### src/rtl/rv_hazard_ctrl.sv
// rv_hazard_ctrl: pipeline hazard and control unit for the 5-stage RV core.
// Produces operand bypass selects, load-use interlocks, memory-wait freeze,
// multi-cycle execute wait with watchdog, post-reset flush and a sticky
// illegal-instruction trap released by an explicit acknowledge.
module rv_hazard_ctrl #(
  parameter int BP_SRC     = 3,
  parameter int RST_FLUSH  = 2,
  parameter int MC_TIMEOUT = 64,
  parameter int SELW       = $clog2(BP_SRC + 1)
) (
  input  logic                  i_clk,
  input  logic                  i_reset_n,
  input  logic [4:0]            i_decode_rs1,
  input  logic [4:0]            i_decode_rs2,
  input  logic                  i_decode_inv_instr,
  input  logic [4:0]            i_exec_rs1,
  input  logic [4:0]            i_exec_rs2,
  input  logic [4:0]            i_exec_rd,
  input  logic                  i_exec_is_load,
  input  logic                  i_exec_pc_sel,
  input  logic                  i_exec_mc_start,
  input  logic                  i_mc_done,
  input  logic                  i_mem_wait,
  input  logic [BP_SRC-1:0]     i_bp_we,
  input  logic [5*BP_SRC-1:0]   i_bp_rd,
  input  logic                  i_trap_ack,
  output logic [SELW-1:0]       o_exec_bp_rs1,
  output logic [SELW-1:0]       o_exec_bp_rs2,
  output logic                  o_fetch_stall,
  output logic                  o_decode_stall,
  output logic                  o_exec_stall,
  output logic                  o_mem_stall,
  output logic                  o_decode_flush,
  output logic                  o_exec_flush,
  output logic                  o_trap,
  output logic                  o_mc_timeout
);

  localparam int FCW = $clog2(RST_FLUSH + 1);
  localparam int WDW = $clog2(MC_TIMEOUT + 1);

  typedef enum logic [1:0] {
    ST_RST     = 2'd0,
    ST_RUN     = 2'd1,
    ST_MC_WAIT = 2'd2,
    ST_TRAP    = 2'd3
  } state_t;

  state_t           state_reg, state_next;
  logic [FCW-1:0]   flush_cnt_reg, flush_cnt_next;
  logic [WDW-1:0]   wdog_reg, wdog_next;

  logic [BP_SRC-1:0] hit_rs1, hit_rs2;
  logic [SELW-1:0]   sel_rs1, sel_rs2;
  logic              load_use;

  // Per-source match: source writes, operand is not x0, and register numbers agree.
  for (genvar gi = 0; gi < BP_SRC; gi++) begin : g_bp_hit
    assign hit_rs1[gi] = i_bp_we[gi] && (i_exec_rs1 != 5'd0) && (i_exec_rs1 == i_bp_rd[5*gi +: 5]);
    assign hit_rs2[gi] = i_bp_we[gi] && (i_exec_rs2 != 5'd0) && (i_exec_rs2 == i_bp_rd[5*gi +: 5]);
  end

  // Priority select: nearest (lowest index) matching source wins.
  always_comb begin
    sel_rs1 = '0;
    sel_rs2 = '0;
    for (int k = BP_SRC - 1; k >= 0; k--) begin
      if (hit_rs1[k]) sel_rs1 = SELW'(k + 1);
      if (hit_rs2[k]) sel_rs2 = SELW'(k + 1);
    end
  end

  assign load_use = i_exec_is_load && (i_exec_rd != 5'd0) &&
                    ((i_decode_rs1 == i_exec_rd) || (i_decode_rs2 == i_exec_rd));

  // Next-state and combinational stall/flush/bypass decode from current state and inputs.
  always_comb begin
    state_next     = state_reg;
    flush_cnt_next = flush_cnt_reg;
    wdog_next      = wdog_reg;
    o_exec_bp_rs1  = sel_rs1;
    o_exec_bp_rs2  = sel_rs2;
    o_fetch_stall  = 1'b0;
    o_decode_stall = 1'b0;
    o_exec_stall   = 1'b0;
    o_mem_stall    = 1'b0;
    o_decode_flush = 1'b0;
    o_exec_flush   = 1'b0;
    o_trap         = 1'b0;
    o_mc_timeout   = 1'b0;

    case (state_reg)
      ST_RST: begin
        o_exec_bp_rs1  = '0;
        o_exec_bp_rs2  = '0;
        o_decode_flush = 1'b1;
        o_exec_flush   = 1'b1;
        flush_cnt_next = flush_cnt_reg - 1'b1;
        if (flush_cnt_reg <= FCW'(1)) state_next = ST_RUN;
      end

      ST_RUN: begin
        if (i_mem_wait) begin
          // Whole pipe frozen; any redirect or mc launch in execute simply waits.
          o_fetch_stall  = 1'b1;
          o_decode_stall = 1'b1;
          o_exec_stall   = 1'b1;
          o_mem_stall    = 1'b1;
        end else if (i_exec_pc_sel) begin
          o_decode_flush = 1'b1;
          o_exec_flush   = 1'b1;
        end else if (i_exec_mc_start) begin
          o_fetch_stall  = 1'b1;
          o_decode_stall = 1'b1;
          o_exec_stall   = 1'b1;
          state_next     = ST_MC_WAIT;
          wdog_next      = WDW'(1);
        end else if (load_use) begin
          o_fetch_stall  = 1'b1;
          o_decode_stall = 1'b1;
          o_exec_flush   = 1'b1;
        end else if (i_decode_inv_instr) begin
          state_next = ST_TRAP;
        end
      end

      ST_MC_WAIT: begin
        o_fetch_stall  = 1'b1;
        o_decode_stall = 1'b1;
        o_exec_stall   = 1'b1;
        o_mem_stall    = i_mem_wait;
        if (i_mc_done) begin
          // Result arrives: release execute in this same cycle (done beats expiry).
          o_fetch_stall  = 1'b0;
          o_decode_stall = 1'b0;
          o_exec_stall   = 1'b0;
          state_next     = ST_RUN;
        end else if (wdog_reg == WDW'(MC_TIMEOUT)) begin
          o_mc_timeout = 1'b1;
          state_next   = ST_TRAP;
        end else begin
          wdog_next = wdog_reg + 1'b1;
        end
      end

      ST_TRAP: begin
        o_fetch_stall  = 1'b1;
        o_decode_flush = 1'b1;
        o_exec_flush   = 1'b1;
        o_trap         = 1'b1;
        o_mem_stall    = i_mem_wait;
        if (i_trap_ack) state_next = ST_RUN;
      end

      default: state_next = ST_RST;
    endcase
  end

  // State registers; reset aborts any state and reloads the flush counter.
  always_ff @(posedge i_clk) begin
    if (!i_reset_n) begin
      state_reg     <= ST_RST;
      flush_cnt_reg <= FCW'(RST_FLUSH);
      wdog_reg      <= '0;
    end else begin
      state_reg     <= state_next;
      flush_cnt_reg <= flush_cnt_next;
      wdog_reg      <= wdog_next;
    end
  end

endmodule
### config.mk
export PLATFORM = sky130hd
export DESIGN_NAME = rv_hazard_ctrl
export DESIGN_NICKNAME = d
export VERILOG_FILES = /design/src/rtl/rv_hazard_ctrl.sv
export SDC_FILE = /design/constraint.sdc
export NUM_CORES = 1
export LEC_CHECK = 0
export ABC_AREA = 1
export CAP_MARGIN = 40
export CORE_MARGIN = 2
export CORE_UTILIZATION = 35
export DETAILED_ROUTE_END_ITERATION = 6
export HOLD_SLACK_MARGIN = 0.08
export PLACE_DENSITY_LB_ADDON = 0.2
export SYNTH_ARGS = -nofsm -noshare
export SYNTH_HDL_FRONTEND = slang
export SYNTH_SLANG_ARGS = --single-unit
### constraint.sdc
create_clock -name i_clk -period 2.4 [get_ports i_clk]
set_input_delay 0.36 -clock i_clk [delete_from_list [all_inputs] [get_ports i_clk]]
set_output_delay 0.36 -clock i_clk [all_outputs]
set_load 0.1 [all_outputs]
# ---- Yosys cells after proc, flatten, opt, wreduce, memory -nomap -nowiden
# Cells that the tools add are included.
dict set report classes {
  n_lt_le_gt_ge 1
  muxes 48
  eq_ne 22
  div_mod_pow 0
  n_shift 0
  multipliers 0
  reduce_logical 24
  bitwise 0
  addsub 2
}
# op count
set ops {}
lappend ops {{== test 5 bit} 8}
lappend ops {{2-to-1 mux 7 bit} 5}
lappend ops {{2-to-1 mux 2 bit} 17}
lappend ops {{2-to-1 mux 1 bit} 18}
lappend ops {{nonzero test 5 bit} 3}
lappend ops {{logical AND 1 bit} 14}
lappend ops {{!= test 2 bit (second input constant)} 7}
lappend ops {{one-hot mux 7 bit (2 select lines)} 1}
lappend ops {{one-hot mux 1 bit (2 select lines)} 5}
lappend ops {{!= test 3 bit (second input constant)} 3}
lappend ops {{one-hot mux 2 bit (4 select lines)} 1}
lappend ops {{adder 7 x 1 -> 7 bit (second input constant)} 1}
lappend ops {{== test 7 bit (second input constant)} 1}
lappend ops {{AND reduction 7 bit} 1}
lappend ops {{AND reduction 6 bit} 1}
lappend ops {{== test 2 bit (second input constant)} 2}
lappend ops {{OR reduction 2 bit} 2}
lappend ops {{one-hot mux 1 bit (3 select lines)} 1}
lappend ops {{== test 2 x 1 -> 1 bit (second input constant)} 1}
lappend ops {{less-or-equal comparator 2 x 1 -> 1 bit (second input constant)} 1}
lappend ops {{zero test 2 bit} 1}
lappend ops {{nonzero test 2 bit} 1}
lappend ops {{subtractor 2 x 1 -> 2 bit (second input constant)} 1}
lappend ops {{logical OR 1 bit} 1}
dict set report totals {
  mem_bits_rw 0
  elab_cells 100
  ff_bits 11
  latch_bits 0
  n_memories 0
  romBits 0
}

# ---- Longest topological paths before layout
# Gate-level depths: netlist (run 1).
dict set report logic_depth {
  word_depth 8
  mapped_depth 11
}

# ---- Least setup slack after synthesis (run 1)
# OpenSTA, ideal clock, no wires.
dict set report synth_timing {
  kind {register -> output}
  from {register state_reg[0]}
  to {output o_mc_timeout}
  stages_incl_launch_ff 5
  arrival_ns 2.884
  setup_slack_ns -0.844
  required_time_ns 2.040
  path_cell_list {dfxtp_1 > inv_1 > ha_1 > inv_1 > nor3_1}
}
dict set report synth_between {
  elab_chain_cells 2
}
# item line_no
set synth_lines {}
lappend synth_lines {{start: declaration} 49} ;# state_t state_reg, state_next;
lappend synth_lines {{start signal: assignment} 166} ;# state_reg <= state_next;
lappend synth_lines {{== test 2 bit} 92} ;# case (state_reg)
lappend synth_lines {{2-to-1 mux 1 bit} 92}
lappend synth_lines {{end: declaration} 36} ;# output logic o_mc_timeout
# No other way between the ends.

# ---- Worst setup path in the final report (run 1)
dict set report layout_timing {
  from {input i_exec_rd[3]}
  to {output o_exec_flush}
}
dict set report layout_between {
  elab_chain_cells 8
  elab_cells_between_ends 11
  cone_classes {eq/ne: 2; mux: 5; reduce/logical: 4}
}
# item line_no
set layout_lines {}
lappend layout_lines {{start: declaration} 18} ;# input logic [4:0] i_exec_rd,
lappend layout_lines {{== test 5 bit or nonzero test 5 bit (tied branches)} {74, 73}}
lappend layout_lines {{logical OR 1 bit or logical AND 1 bit (tied branches)} {74, 73}}
lappend layout_lines {{logical AND 1 bit *} 73} ;# assign load_use = i_exec_is_load && (i_exec_rd != 5'd0) &&
lappend layout_lines {{2-to-1 mux 1 bit *} 118} ;# end else if (load_use) begin
lappend layout_lines {{2-to-1 mux 1 bit *} 112} ;# end else if (i_exec_mc_start) begin
lappend layout_lines {{2-to-1 mux 1 bit *} 109} ;# end else if (i_exec_pc_sel) begin
lappend layout_lines {{2-to-1 mux 1 bit *} 103} ;# if (i_mem_wait) begin
lappend layout_lines {{one-hot mux 1 bit (2 select lines) *} 92}
lappend layout_lines {{end: declaration} 34} ;# output logic o_exec_flush,
# Mark *: on every way between the ends. The rest lies on a longest branch, timed or not.

==> metrics.txt, run 1 <==
wire length per cell=10.87 um; global-route wire length before repair=6.865 mm; minimum clock period after layout=2.276 ns; Synth Area in XOR/XNOR=11.63%; Post-Syn Nets=323; Post-Synth Adder-Cell Area=6.645%; Sequential Power Share=12.8%; Die Area=4845 um^2; startpoint types=input port; Fmax=439.4 MHz; post-synthesis mux area share=0%; CP Max Fanout=4; slowest stage cell, crit path=clkdlybuf4s50_1; leading cell type in the layout, fill and taps excluded=nand2_1; clk sink count=11; HPWL after DPL=3.488 mm; Inserted Clock Buffers=3; die extent in x=69.61 um; CP dominant cell by count=nand2_1; CP arrival=1.92 ns; Synth-to-Final Area Change=61.46%; GRT Total Usage=16.55%; I/O Pins=64; Rel. slew slack=72.84%; Avg Cell Area, Syn=5.728 um^2; max FFs per register=7; ratio of cells with drive above 1 in the final layout=11.78%; final max-slew violation count=0; pwr dens=875.0 nW/um^2; Placeable Area=4058 um^2; total number of vias=1831; DRC violations left=0; synth warn=0; Int Pwr=960.9 uW; initial drt markers=98; Peak VDD IR=0.0007166 V; Hold Path Class=reg -> reg; final worst path period share=94.82%; synth unique cells=28; initial antenna violation count=0; Syn Std Cell Area=1506 um^2; grt total ovfl=0; status=completed; Logic pwr share=78.2%; clock share of power=9.0%; Routed Antenna Nets=0; # fillers=369; Final Net Count=392; Post-Synthesis Cells=263; most frequent cells in the layout=nand2_1 (66), inv_1 (49), clkdlybuf4s50_1 (43); DRT Pass-1 Iters=4; critical path, cell by cell=clkdlybuf4s50_1 > inv_1 > nand2_1 > nand2_1 > nor2_2 > nand3_1 > nand2_2 > nand3_2 > nand2_1 > nand2_1 > a21oi_2 > buf_12; Multi-input gate area=1144 um^2; row cnt=23; CTS tree=done; CTS Buffer Depth=2; largest family of logic cells by synthesized area=simple AND/OR/NAND/NOR gates; final setup violation count=0; Seq. cell area=220.2 um^2; nature of the critical path endpoint=output pin; H-tree lvl count=1; largest net degree at the start of global routing=11; vias in the first global route=1675; Net Sw Frac=54.85%; Clock Latency Late Sink=0.24 ns; Slew @ Worst Pin=0.4074 ns; Synth Area in Compound Gates=16.69%; Synth Area in Simple Gates=37.71%; routed wire length=4.142 mm; Synth Register Bits=11; clk slew on worst S/H paths=0.05 ns; Crit Path Category=in -> out; post-synthesis sequential area ratio=14.62%; final number of hold-violating endpoints=0; clk_skew=0.001869 ns; Setup Buffers After CTS=0; DIE HEIGHT=69.61 um; P_leak=1.182 nW; CP max stage delay=0.51 ns; global placer's final weighted congestion=0.9016; CTS root buf=clkbuf_8; max-cap violation count=0; Power Total=2.128 mW; final core occ=59.94%; n_diodes=0; port bufs=63; Crit path required time=2.04 ns; vias per cell=4.806; NetSw=1.167 mW; initial core utilization=37.13%
==> Yosys cell counts, drive strengths merged <==
cell / number / area [um^2]
o211ai: 3 / 22.52
nand4: 9 / 56.30
xor2: 8 / 70.07
a211oi: 2 / 20.02
nor3b: 1 / 18.77
o211a: 1 / 10.01
a31oi: 1 / 6.260
nand3: 10 / 50.05
clkbuf: 1 / 3.750
xnor2: 12 / 105.1
dfxtp: 11 / 220.2
or2: 1 / 6.260
o21ai: 14 / 77.57
nand2: 68 / 262.8
o21bai: 1 / 7.510
nor2: 31 / 118.9
o221ai: 1 / 8.760
o22ai: 3 / 18.77
ha: 8 / 100.1
a21oi: 16 / 80.08
nor3: 11 / 55.05
inv: 50 / 187.7
==> path summary, 6_finish.rpt <==
kind                             startpoint                         to  slack (ns)  depth (start not counted)
setup reg to reg  state_reg[1]$_SDFFE_PN0P_  state_reg[0]$_SDFFE_PN0P_        0.72                         11
hold reg to reg    wdog_reg[6]$_SDFFE_PN0P_   wdog_reg[6]$_SDFFE_PN0P_        0.47                          2
hold / removal     wdog_reg[6]$_SDFFE_PN0P_   wdog_reg[6]$_SDFFE_PN0P_        0.47                          2
setup / recovery               i_exec_rd[3]               o_exec_flush        0.12                         12
==> through the flow <==
step / worst slack, ns / hold slack (ns) / setup TNS, ns / area (um^2) / cells
final: 0.1243 / 0.4690 / 0 / 2432 / 381
after global routing: -0.01069 / 0.5124 / -0.01069 / 2432 / 381
after CTS: 0.05525 / 0.4718 / 0 / 2395 / 381
after detailed placement: 0.06027 / 0.4645 / 0 / 2350 / 377
after global placement: 0.08648 / 0.4615 / 0 / 2350 / 377
after floorplan: -0.04525 / 0.4453 / -0.06936 / 1538 / 263
==> final cells by class <==
| type | count | share of cell area [%] |
|---|---|---|
| well taps | 50 | 2.572 |
| repair buffers | 65 | 31.79 |
| multi-input cells | 201 | 47.02 |
| inverters | 50 | 7.716 |
| clock buffers | 4 | 1.852 |
| flip-flops and latches | 11 | 9.054 |
==> power groups by stage <==
stage	Sequential [mW]	Clock, mW	Combinational [mW]
2_1_floorplan	0.267	0	1.12
3_3_place_gp	0.274	0	1.66
3_5_place_dp	0.277	0	1.67
4_1_cts	0.273	0.189	1.67
5_1_grt	0.280	0.198	1.79
6_report	0.272	0.192	1.66
==> cells by family (layout without fill, tap and decap cells) <==
family | count (synthesis) | after routing
AO/OA/AOI/OAI | 42 | 42
XOR/XNOR | 20 | 20
adder cells (fa/ha/maj) | 8 | 8
buffers and inverters | 51 | 119
flip-flops | 11 | 11
AND/OR/NAND/NOR | 131 | 131
==> worst max-delay path, delay by kind of cell <==
| kind | cells | cell delay [ns] |
|---|---|---|
| AO/OA/AOI/OAI | 1 | 0.18 |
| AND/OR/NAND/NOR | 8 | 0.62 |
| buffers and inverters | 3 | 0.77 |
==> per-layer routing <==
layer / track usage [%] / vias to the layer above / routed length [um]
met3: 2.326 / 4 / 232
li1: - / 976 / -
met1: 19.48 / 787 / 1778
met4: 3.268 / 0 / 40
met2: 31.52 / 64 / 2090
met5: 0 / - / 0
==> timing repair <==
action / 4_1_cts / 5_1_grt
hold buffers: 0 / 0
gates resized for setup: 0 / 13
endpoints found under the setup margin: 0 / 5
Note: power is estimated with default switching activity, not from simulation.
==> inputs of run 2 (changes only) <==
--- a/config.mk
+++ b/config.mk
@@ -9,9 +9,10 @@
 export CAP_MARGIN = 40
 export CORE_MARGIN = 2
 export CORE_UTILIZATION = 35
+export CTS_CLUSTER_SIZE = 25
 export DETAILED_ROUTE_END_ITERATION = 6
 export HOLD_SLACK_MARGIN = 0.08
-export PLACE_DENSITY_LB_ADDON = 0.2
+export PLACE_DENSITY = 0.68
 export SYNTH_ARGS = -nofsm -noshare
 export SYNTH_HDL_FRONTEND = slang
 export SYNTH_SLANG_ARGS = --single-unit
==> run 2 against run 1 <==
  * Utilization increased by 1.2 points
  * Register-to-register slack about the same
  * Critical path depth decreased by 5
==> metrics.txt, run 2 (synthesis results as in run 1) <==
final setup violation count=0; port bufs=63; status=completed; setup TNS=0 ns; global placer's final weighted congestion=0.9977; Peak VDD IR=0.0006844 V; final number of hold-violating endpoints=0; Crit Path Category=in -> out; Min Hold Slack=0.4663 ns; clk slew on worst S/H paths=0.05 ns; vias in the first global route=1830; critical path, cell by cell=clkdlybuf4s50_1 > xnor2_1 > o211ai_1 > nor3_1 > nand3_1 > a21oi_2 > buf_12; CTS Buffer Depth=2; initial drt markers=46; Die Area=4845 um^2; Setup WS pre-CTS=0.04222 ns; largest net degree at the start of global routing=11; Crit path required time=2.04 ns; clk sink count=11; DIE HEIGHT=69.61 um; HPWL after DPL=3.692 mm; I/O Pins=64; n_diodes=0; vias per cell=4.858; Slew @ Worst Pin=0.3979 ns; most frequent cells in the layout=nand2_1 (66), inv_1 (48), clkdlybuf4s50_1 (42); Synth-to-Final Area Change=64.78%; initial core utilization=37.13%; CP arrival=1.91 ns; final worst path period share=94.72%; CP Max Fanout=4; grt total ovfl=0; startpoint types=input port; unrepaired setup endpoints after global routing=false; total number of vias=1875; max-cap violation count=0; placed cell areas=2387 um^2; routed wire length=4.333 mm; DRT Pass-1 Iters=4; CP max stage delay=0.56 ns; Hold Path Class=reg -> reg; final core occ=61.18%; Final Net Count=397; clk_skew=0.002309 ns; Fmax=439.9 MHz; non-filler cells, final=386; fin area=2482 um^2; initial antenna violation count=0; nature of the critical path endpoint=output pin; ratio of cells with drive above 1 in the final layout=13.99%; CTS tree=done; P_leak=1.212 nW; max FFs per register=7; slowest stage cell, crit path=clkdlybuf4s50_1; Power Total=2.150 mW; global-route wire length before repair=7.672 mm; die extent in x=69.61 um; Rel. slew slack=73.47%; leading cell type in the layout, fill and taps excluded=nand2_1; Inserted Clock Buffers=3; GRT Total Usage=18.70%; row cnt=23; H-tree lvl count=1; Placeable Area=4058 um^2; minimum clock period after layout=2.273 ns; CTS root buf=clkbuf_8; Clock Latency Late Sink=0.24 ns; Setup Buffers After CTS=0; wire length per cell=11.23 um; pwr dens=866.2 nW/um^2; family with the most delay on the worst path=buffers and inverters; Placed Instances=382; CP Buf/Inv Count=2; Routed Antenna Nets=0; DRC violations left=0; final max-slew violation count=0; Final Worst Setup Slack=0.1266 ns
==> run 2: changes by cell type in the layout (fill, tap and decap cells not counted), sizes merged <==
cell	change
dlymetal6s2s	+1
clkdlybuf4s50	-1
buf	+5
==> run 2: worst paths after layout <==
path	start	to	slack, ns	cells after the start
worst max-delay path	i_exec_rs2[2]	o_exec_bp_rs2[0]	0.13	7
worst min-delay path	wdog_reg[6]$_SDFFE_PN0P_	wdog_reg[6]$_SDFFE_PN0P_	0.47	2
worst max register to register	state_reg[0]$_SDFFE_PN0P_	wdog_reg[0]$_SDFFE_PN0P_	0.72	9
worst min register to register	wdog_reg[6]$_SDFFE_PN0P_	wdog_reg[6]$_SDFFE_PN0P_	0.47	2
==> run 2: final cells by class <==
cell class,count,area [um^2]
Fill cell,372,1575
Multi-Input combinational cell,201,1154
Timing Repair Buffer,70,813.3
Sequential cell,11,220.2
Inverter,50,187.7
Tap cell,50,62.56
Clock buffer,4,45.04
==> run 2: worst min-delay path, stage by stage, from the launching register on <==
cell     delay [ns]
dfxtp_1        0.30
nand2_1        0.06
a21oi_1        0.06
==> run 2: power breakdown <==
| part | switching (mW) | leakage, nW | internal, mW |
|---|---|---|---|
| Sequential | 0.0399 | 0.0900 | 0.233 |
| Combinational | 1.07 | 1.10 | 0.625 |
| Clock | 0.0686 | 0.0228 | 0.117 |
==> run 2: repair_timing <==
action                                 4_1_cts  5_1_grt
hold buffers                                 0        0
gates resized for setup                      0       18
endpoints found under the hold margin        0        0
setup endpoints to repair                    0        7
==> run 2: per-layer routing <==
metal | track usage, % | wire, um
met5 | 0 | 0
met4 | 7.190 | 155
met3 | 3.343 | 288
met2 | 31.52 | 1946
met1 | 23.56 | 1941
==> inputs of run 3 (changes only) <==
--- a/config.mk
+++ b/config.mk
@@ -5,14 +5,14 @@
 export SDC_FILE = /design/constraint.sdc
 export NUM_CORES = 1
 export LEC_CHECK = 0
-export ABC_AREA = 1
+export ABC_AREA = 0
 export CAP_MARGIN = 40
 export CORE_MARGIN = 2
 export CORE_UTILIZATION = 35
 export CTS_CLUSTER_SIZE = 25
 export DETAILED_ROUTE_END_ITERATION = 6
 export HOLD_SLACK_MARGIN = 0.08
-export PLACE_DENSITY = 0.68
+export PLACE_DENSITY = 0.71
 export SYNTH_ARGS = -nofsm -noshare
 export SYNTH_HDL_FRONTEND = slang
 export SYNTH_SLANG_ARGS = --single-unit
==> constraint.sdc (replaced) <==
create_clock -name i_clk -period 2.86 [get_ports i_clk]
set_input_delay 0.429 -clock i_clk [delete_from_list [all_inputs] [get_ports i_clk]]
set_output_delay 0.429 -clock i_clk [all_outputs]
set_load 0.1 [all_outputs]
==> run 3 against run 2 <==
  * Routed wire length is 20% lower
  * Critical endpoint is now o_exec_bp_rs1[1]
  * Largest cell class unchanged
  * Sequential power down 27%
  * Synthesized cell count decreased by 36%
==> metrics.txt, run 3 <==
CTS Buffer Depth=2; Inserted Clock Buffers=3; worst hold stages=2; largest net degree at the start of global routing=14; max-cap violation count=0; n_diodes=0; reg2reg path depth=5; CP max stage delay=0.58 ns; Post-synth EDFFs=0; clock share of power=12.9%; CTS tree=done; clk sink count=11; synth unique cells=38; final setup violation count=0; final worst path period share=97.10%; die extent in x=65.39 um; ratio of cells with drive above 1 in the final layout=11.11%; # fillers=337; Reg-to-Reg End=state_reg[0]$_SDFFE_PN0P_; cts hold-fix bufs=0; total number of vias=1410; Setup Buffers After CTS=0; final number of hold-violating endpoints=0; port bufs=63; global placer's final weighted congestion=0.8651; Peak VDD IR=0.0002367 V; Syn Std Cell Area=1319 um^2; Slew @ Worst Pin=0.5935 ns; Int Pwr=589.9 uW; Crit path required time=2.43 ns; vias per cell=5.000; CP Buf/Inv Count=2; startpoint types=input port; Synth top area share=22.58%; DRC violations left=0; pwr dens=551.1 nW/um^2; CTS root buf=clkbuf_8; slowest stage cell, crit path=clkdlybuf4s50_1; critical path, cell by cell=clkdlybuf4s50_1 > or4_1 > nor2_1 > or4_1 > nor2b_1 > nor3_2 > buf_12; Worst R2R Start=wdog_reg[3]$_SDFFE_PN0P_; Clock Latency Late Sink=0.24 ns; wire length per cell=12.29 um; Die Area=4275 um^2; status=completed; main area contributors after synthesis=xnor2_1 (23%), dfxtp_1 (17%), xor2_1 (8.0%); synth warn=0; initial drt markers=39; vias in the first global route=1362; H-tree lvl count=1; Synth Register Bits=11; critical hold path startpoint=flush_cnt_reg[1]$_SDFFE_PN1N_; Routed Antenna Nets=0; top-count cell post-synth=xnor2_1; Power Total=1.201 mW; Rel. slew slack=60.25%; nature of the critical path endpoint=output pin; Final Net Count=295; I/O Pins=64; Min Hold Slack=0.5278 ns; GRT Total Usage=16.39%; Hold Path Class=reg -> reg; ys async rst share=0%; initial core utilization=36.29%; global-route wire length before repair=5.761 mm; Logic pwr share=70.4%; Post-Syn Nets=229; register-to-register setup slack=0.69 ns; DIE HEIGHT=65.39 um; HPWL after DPL=3.068 mm; Placeable Area=3633 um^2; Post-Synthesis Cells=169; Avg Cell Area, Syn=7.803 um^2; unrepaired setup endpoints after global routing=false; minimum clock period after layout=2.777 ns; initial antenna violation count=0; area leader, netlist=xnor2_1; Crit Path Category=in -> out; leading cell type in the layout, fill and taps excluded=clkdlybuf4s50_1; Synth-to-Final Area Change=65.28%; DRT Pass-1 Iters=4; row cnt=22; final max-slew violation count=0; Top FF cell, synth=dfxtp_1; Seq. cell area=220.2 um^2; NetSw=611.4 uW; CP Max Fanout=4; grt total ovfl=0; max FFs per register=7; Net Sw Frac=50.90%; family with the most delay on the worst path=simple AND/OR/NAND/NOR gates; CP arrival=2.35 ns; synth cell count leaders=xnor2_1 (34), nor2_1 (14), xor2_1 (12); post-synthesis sequential area ratio=16.70%; most frequent cells in the layout=clkdlybuf4s50_1 (48), xnor2_1 (34), nor2_1 (12), xor2_1 (12); P_leak=0.7820 nW; CP dominant cell by count=or4_1; Fmax=360.1 MHz; WHS Endpoint=flush_cnt_reg[1]$_SDFFE_PN1N_; routed wire length=3.467 mm; clk_skew=0.005937 ns; clk slew on worst S/H paths=0.06 ns; Sequential Power Share=16.6%; Multi-input gate area=1087 um^2
run 3: cell types whose count changed in the layout (fill, tap and decap cells not counted), sizes merged, moves of 5 or more:
| cell | delta |
|---|---|
| clkdlybuf4s50 | +6 |
| nand2 | -57 |
| or4 | +5 |
| buf | -6 |
| o21ai | -10 |
| nor3 | -9 |
| a31oi | +5 |
| dlymetal6s2s | -6 |
| inv | -40 |
| nor2b | +6 |
| nand3 | -6 |
| xnor2 | +22 |
| nor2 | -17 |
| a21oi | -13 |
run 3: cells by family after synthesis:
kind of cell | share of synthesized area (%)
AOI/OAI and AO/OA | 16.70
xor gates and xnor gates | 30.55
adders and majority gates | 7.590
buffers and inverters | 3.700
DFF | 16.70
and+or+nand+nor | 24.76
run 3: worst min-delay path, cell delays in order, from the launching register on:
cell and delay (ns):
dfxtp_1 0.31, inv_1 0.06, o211ai_1 0.10
run 3: area by class of cell:
| class | count | share of cell area (%) |
|---|---|---|
| inverter | 10 | 1.722 |
| tap | 48 | 2.755 |
| multi-input combinational | 145 | 49.89 |
| timing repair buffer | 64 | 33.41 |
| sequential | 11 | 10.10 |
| clock buffer | 3 | 1.894 |
| clock inverter | 1 | 0.2296 |
run 3: power groups by stage:
stage / registers [mW] / logic (mW) / clock network [mW]
floorplan: 0.197 / 0.574 / 0
global placement: 0.201 / 0.845 / 0
detailed placement: 0.204 / 0.848 / 0
CTS: 0.200 / 0.851 / 0.158
global route: 0.205 / 0.904 / 0.166
finish: 0.200 / 0.846 / 0.156
run 3: repair_timing:
item                                    in CTS  in global routing
hold endpoints to repair                     0                  0
resized for setup                            0                  3
endpoints found under the setup margin       0                  1
run 3: worst max-delay path by stage:
stage                     slack (ns)  depth (start not counted)                      start                to
after floorplan                -0.01                          6  state_reg[1]$_SDFFE_PN0P_      o_exec_flush
after global placement          0.09                          7              i_exec_rs2[2]  o_exec_bp_rs2[1]
after detailed placement        0.09                          7              i_exec_rs2[2]  o_exec_bp_rs2[1]
after CTS                       0.09                          7              i_exec_rs2[2]  o_exec_bp_rs2[1]
after global routing           0.005                          7               i_exec_rd[0]     o_fetch_stall
final                           0.08                          7              i_exec_rs1[2]  o_exec_bp_rs1[1]
run 3: layer usage:
layer | GRT usage (%) | wire length [um] | up-vias
li1 | - | - | 730
met1 | 19.71 | 1491 | 654
met2 | 31.12 | 1865 | 26
met3 | 2.568 | 111 | 0
met4 | 2.083 | 0 | 0
met5 | 0 | 0 | -
run 3: stage by stage:
step	area, um^2	worst slack [ns]	utilization (%)	instances	TNS, ns
6_report	2180	0.08302	59.99	282	0
5_1_grt	2180	0.004502	59.99	282	0
4_1_cts	2172	0.08701	59.78	282	0
3_5_place_dp	2126	0.08805	58.51	278	0
3_3_place_gp	2126	0.08745	58.51	278	0
2_1_floorplan	1356	-0.01438	-	169	-0.01438
